$ cat config.mk
export PLATFORM = sky130hd
export DESIGN_NAME = fifo_wr_arbiter
export DESIGN_NICKNAME = d
export VERILOG_FILES = /design/src/rtl/fifo_wr_arbiter.sv
export SDC_FILE = /design/constraint.sdc
export NUM_CORES = 1
export LEC_CHECK = 0
export CAP_MARGIN = 25
export CORE_UTILIZATION = 30
export CTS_CLUSTER_DIAMETER = 150
export DETAILED_ROUTE_END_ITERATION = 12
export HOLD_SLACK_MARGIN = 0.1
export PLACE_DENSITY = 0.87
export SLEW_MARGIN = 20
export SYNTH_ARGS = -nofsm -noshare
export SYNTH_HDL_FRONTEND = slang
export SYNTH_SLANG_ARGS = --single-unit
$ cat constraint.sdc
create_clock -name clk_i -period 2.4 [get_ports clk_i]
set_input_delay 0.48 -clock clk_i [delete_from_list [all_inputs] [get_ports clk_i]]
set_output_delay 0.48 -clock clk_i [all_outputs]
set_load 0.02 [all_outputs]
$ cat src/rtl/fifo_wr_arbiter.sv
// fifo_wr_arbiter: round-robin arbiter sharing one synchronous FIFO write port
// between NUM_REQ requesters, with bursts of up to BURST_LEN beats per grant.
//
// Ports:
//   clk_i              FIFO clock, all logic on the rising edge
//   a_rst_n_i          asynchronous active-low reset
//   req_valid_i        per-requester write request
//   req_data_i         packed data, requester k at [k*DATA_WIDTH +: DATA_WIDTH]
//   req_ready_o        per-requester accept (combinational)
//   fifo_full_i        FIFO full flag
//   fifo_almost_full_i FIFO almost-full flag (used only with throttling)
//   fifo_wr_en_o       FIFO write strobe (combinational)
//   fifo_data_o        FIFO write data (combinational)
//   grant_o            one-hot registered grant, zero in IDLE
//   grant_id_o         registered grant index, zero in IDLE
//
// Build option: define FIFO_WR_ARB_AF_THROTTLE_EN to hold off new grants in
// IDLE while fifo_almost_full_i is high.
module fifo_wr_arbiter #(
  parameter int unsigned NUM_REQ    = 4,
  parameter int unsigned DATA_WIDTH = 32,
  parameter int unsigned BURST_LEN  = 4
) (
  input  logic                            clk_i,
  input  logic                            a_rst_n_i,
  input  logic [NUM_REQ-1:0]              req_valid_i,
  input  logic [NUM_REQ*DATA_WIDTH-1:0]   req_data_i,
  output logic [NUM_REQ-1:0]              req_ready_o,
  input  logic                            fifo_full_i,
  input  logic                            fifo_almost_full_i,
  output logic                            fifo_wr_en_o,
  output logic [DATA_WIDTH-1:0]           fifo_data_o,
  output logic [NUM_REQ-1:0]              grant_o,
  output logic [$clog2(NUM_REQ)-1:0]      grant_id_o
);

  localparam int unsigned ID_WIDTH = $clog2(NUM_REQ);
  localparam int unsigned CNT_W    = (BURST_LEN > 1) ? $clog2(BURST_LEN) : 1;

  typedef enum logic {IDLE, BURST} state_t;

  state_t                r_state;
  logic [ID_WIDTH-1:0]   r_rr_ptr;
  logic [CNT_W-1:0]      r_beat_cnt;
  logic [ID_WIDTH-1:0]   r_grant_id;
  logic [NUM_REQ-1:0]    r_grant;

  logic                  w_found;
  logic [ID_WIDTH-1:0]   w_pick;
  logic [ID_WIDTH:0]     w_sum;
  logic                  w_arb_en;
  logic                  w_in_burst;
  logic                  w_gvalid;
  logic                  w_beat;
  logic                  w_last_beat;
  logic [ID_WIDTH-1:0]   w_next_ptr;
  logic [DATA_WIDTH-1:0] w_data;

`ifdef FIFO_WR_ARB_AF_THROTTLE_EN
  assign w_arb_en = ~fifo_almost_full_i;
`else
  logic w_unused_af;
  assign w_unused_af = fifo_almost_full_i;
  assign w_arb_en    = 1'b1;
`endif

  // First valid requester searching upward from r_rr_ptr, wrapping modulo NUM_REQ
  always_comb begin
    w_found = 1'b0;
    w_pick  = '0;
    w_sum   = '0;
    for (int unsigned i = 0; i < NUM_REQ; i++) begin
      w_sum = {1'b0, r_rr_ptr} + (ID_WIDTH+1)'(i);
      if (w_sum >= (ID_WIDTH+1)'(NUM_REQ)) begin
        w_sum = w_sum - (ID_WIDTH+1)'(NUM_REQ);
      end
      if (!w_found && req_valid_i[ID_WIDTH'(w_sum)]) begin
        w_found = 1'b1;
        w_pick  = ID_WIDTH'(w_sum);
      end
    end
  end

  // Granted requester's data, selected by the one-hot grant
  always_comb begin
    w_data = '0;
    for (int unsigned k = 0; k < NUM_REQ; k++) begin
      if (r_grant[k]) begin
        w_data = req_data_i[k*DATA_WIDTH +: DATA_WIDTH];
      end
    end
  end

  assign w_in_burst  = (r_state == BURST);
  assign w_gvalid    = |(req_valid_i & r_grant);
  assign w_beat      = w_in_burst & w_gvalid & ~fifo_full_i;
  assign w_last_beat = (r_beat_cnt == CNT_W'(BURST_LEN - 1));
  assign w_next_ptr  = (r_grant_id == ID_WIDTH'(NUM_REQ - 1)) ? '0
                                                              : r_grant_id + ID_WIDTH'(1);

  // Write side follows registered state so reset clears it asynchronously
  assign fifo_wr_en_o = w_beat;
  assign fifo_data_o  = w_in_burst ? w_data : '0;
  assign req_ready_o  = (w_in_burst && !fifo_full_i) ? r_grant : '0;
  assign grant_o      = r_grant;
  assign grant_id_o   = r_grant_id;

  // Arbitration FSM: IDLE picks a grant, BURST streams until last beat or valid drop
  always_ff @(posedge clk_i or negedge a_rst_n_i) begin
    if (!a_rst_n_i) begin
      r_state    <= IDLE;
      r_rr_ptr   <= '0;
      r_beat_cnt <= '0;
      r_grant_id <= '0;
      r_grant    <= '0;
    end else begin
      case (r_state)
        IDLE: begin
          if (w_arb_en && w_found) begin
            r_state    <= BURST;
            r_grant_id <= w_pick;
            r_grant    <= NUM_REQ'(1) << w_pick;
            r_beat_cnt <= '0;
          end
        end
        BURST: begin
          if ((w_beat && w_last_beat) || !w_gvalid) begin
            // Release: the bubble cycle in IDLE re-arbitrates from the next index
            r_state    <= IDLE;
            r_rr_ptr   <= w_next_ptr;
            r_grant_id <= '0;
            r_grant    <= '0;
            r_beat_cnt <= '0;
          end else if (w_beat) begin
            r_beat_cnt <= r_beat_cnt + CNT_W'(1);
          end
        end
        default: r_state <= IDLE;
      endcase
    end
  end

endmodule

==> metrics.txt <==
nature of the critical path endpoint primary output; Tcrit/Tclk final 0.970; dpl cells 455; PortBufs 177; initial antenna violation count 0; layout cells sized above 1 0.0720; EDFF count, synth 0; met1 global-route usage 0.288; Root Buffer clkbuf_8; Die Y 74.6 um; Most used DFF post-synth dfrtp_1; Die Wd 74.6 um; critical path cell sequence clkdlybuf4s50_1 > nor2b_2 > and2_1 > clkdlybuf4s50_1; Tmin final 2.33 ns; Max Cap Viol 0; CP most frequent cell clkdlybuf4s50_1; CP Class input pin to primary output; crit-path max FO 4; routed vias 2446; remaining global-route overflow 0; met3 global-route usage 0.0339; FP Rows 26; GRT busiest layer met2; Mapped Area 0.00158 sq mm; fin nets 528; status finished clean; Yosys cell types 30; router iterations before antenna repair 4; ys async rst share 1.00; Core Region 0.00511 sq mm; clock transition at the registers of the reported paths 0.05 ns; CP bufs+invs 2; critical path depth 4; CTS Buf Count 3; relative slew slack 0.681; die area 0.00557 sq mm; TritonCTS clock tree built; CP max stage delay 0.60 ns; Critical Path RT 1.92 ns; Worst VDD drop 680 uV; worst skew pair latency 0.23 ns; Hold Crit Class flop to flop; RSZ-0062 raised after global routing no; Hold Buf Count CTS 0; Starting Density 0.310; Final ANT Viol Nets 0; top cell type's share of synthesized area 0.194; Slew @ Worst Pin 0.477 ns; Synthesized Nets 354; GP Congestion 0.841; Overall Global Routing Usage 0.239; syn_area_per_cell 7.32 sq um; Max Freq 0.429 GHz; post-synthesis sequential element count 11; hold depth 1; sequential-to-total area share from yosys stat 0.174; Antenna diodes 0; CTS HTree Levels 1; Gate Count Post-Synth 216; slowest stage cell, crit path clkdlybuf4s50_1; critical path data arrival time 1.85 ns; IO Pins 179; leak pwr 1.63 nW; area leader, netlist a22o_1; vias in the first global route 2140; CP Launch Type input pin; Total Wirelength 7170 um; Area contributors post-synth a22o_1 19%, a221oi_1 18%, dfrtp_1 17%; Final Power 3.41 mW; maximum root-to-sink buffer count 2; post-detail-place hpwl 5510 um; iteration-0 DRC count of the detailed router 68; largest net degree at the start of global routing 47; FF-to-FF path depth 5; fill cell count 424; clk sinks 11; Slew Limit Fails 0; # setup viols final 0; synth warn 0; DRC viols 0; Non-Filler Instances 459; kind of cell adding the most delay to the critical path buffers and inverters; P per Cell Area 961 mW/mm^2; Layout Skew 0.00244 ns; vias per inst 5.33; Layout Area Growth over Synthesis 124%; final hold vios 0; Synth top cells by count 35 x a22o_1, 35 x inv_1, 33 x a21oi_1, 32 x a221oi_1, 13 x clkbuf_1; global-route wire length before repair 10200 um; grt met2 use 0.448; drt wl/cell 15.6 um
## layout by cell type (no fill, tap or decap), types with 6 or more instances in the layout
cell	n
clkdlybuf4s50_1	143
inv_1	35
a22o_1	35
dlygate4sd2_1	34
a21oi_1	33
a221oi_1	30
buf_4	11
dfrtp_1	10
and2_1	6
nor2_1	6
## layer usage
layer	wire [um]	up-vias
li1	-	1179
met1	2840	1140
met2	3640	117
met3	594	10
met4	98	0
met5	0	-
## report_power, final
part	leakage [nW]	switching (mW)	internal (mW)
registers	0.140	0.0708	0.257
clock network	0.0228	0.0656	0.116
logic	1.46	1.52	1.38
total	1.63	1.66	1.75
## cells by family after synthesis
| family | Yosys count | synth area share |
|---|---|---|
| adder cells (fa/ha/maj) | 2 | 0.0158 |
| AND/OR/NAND/NOR | 25 | 0.0854 |
| buffers and inverters | 59 | 0.148 |
| flip-flops | 11 | 0.174 |
| multiplexers | 5 | 0.0332 |
| AO/OA/AOI/OAI | 114 | 0.544 |
## layout make-up
| type | instances | area, sq um | area share |
|---|---|---|---|
| clock buffers | 4 | 45.0 | 0.0127 |
| inverters | 35 | 131 | 0.0370 |
| repair buffers | 193 | 1910 | 0.539 |
| flip-flops and latches | 11 | 277 | 0.0779 |
| multi-input cells | 146 | 1100 | 0.309 |
| well taps | 70 | 87.6 | 0.0247 |
## flip-flops by register name, indices dropped and copies added (netlist names)
| register | count |
|---|---|
| r_beat_cnt | 2 |
| grant_id_o | 2 |
| r_state | 1 |
| r_rr_ptr | 2 |
| grant_o | 4 |
## timing repair
action	4_1_cts	5_1_grt
endpoints found under the setup margin	34	5
endpoints found under the hold margin	0	0
resized for setup	35	3
buffers inserted	0	0
## per-stage QoR
stage | util | worst slack [ns] | instance area, sq um | hold slack, ns | TNS [ns]
6_report | 0.695 | 0.0713 | 3550 | 0.487 | 0
4_1_cts | 0.692 | 0.00915 | 3530 | 0.491 | 0
3_3_place_gp | 0.691 | -0.103 | 3530 | 0.466 | -1.16
2_1_floorplan | - | 0.386 | 1580 | 0.184 | 0
5_1_grt | 0.695 | 0.000774 | 3550 | 0.526 | 0
3_5_place_dp | 0.691 | -0.131 | 3530 | 0.485 | -1.87
## worst paths after layout
kind | from | end | slack [ns]
worst max-delay path | fifo_full_i | req_ready_o[2] | 0.07
worst min-delay path | r_beat_cnt[0] | r_beat_cnt[0] | 0.49
worst max register to register | grant_o[1] | r_rr_ptr[1] | 0.68
worst min register to register | r_beat_cnt[0] | r_beat_cnt[0] | 0.49
max in group asynchronous | a_rst_n_i | grant_o[2] | 1.48
min in group asynchronous | a_rst_n_i | grant_id_o[0] | 0.57
(Power assumes the default switching activity.)
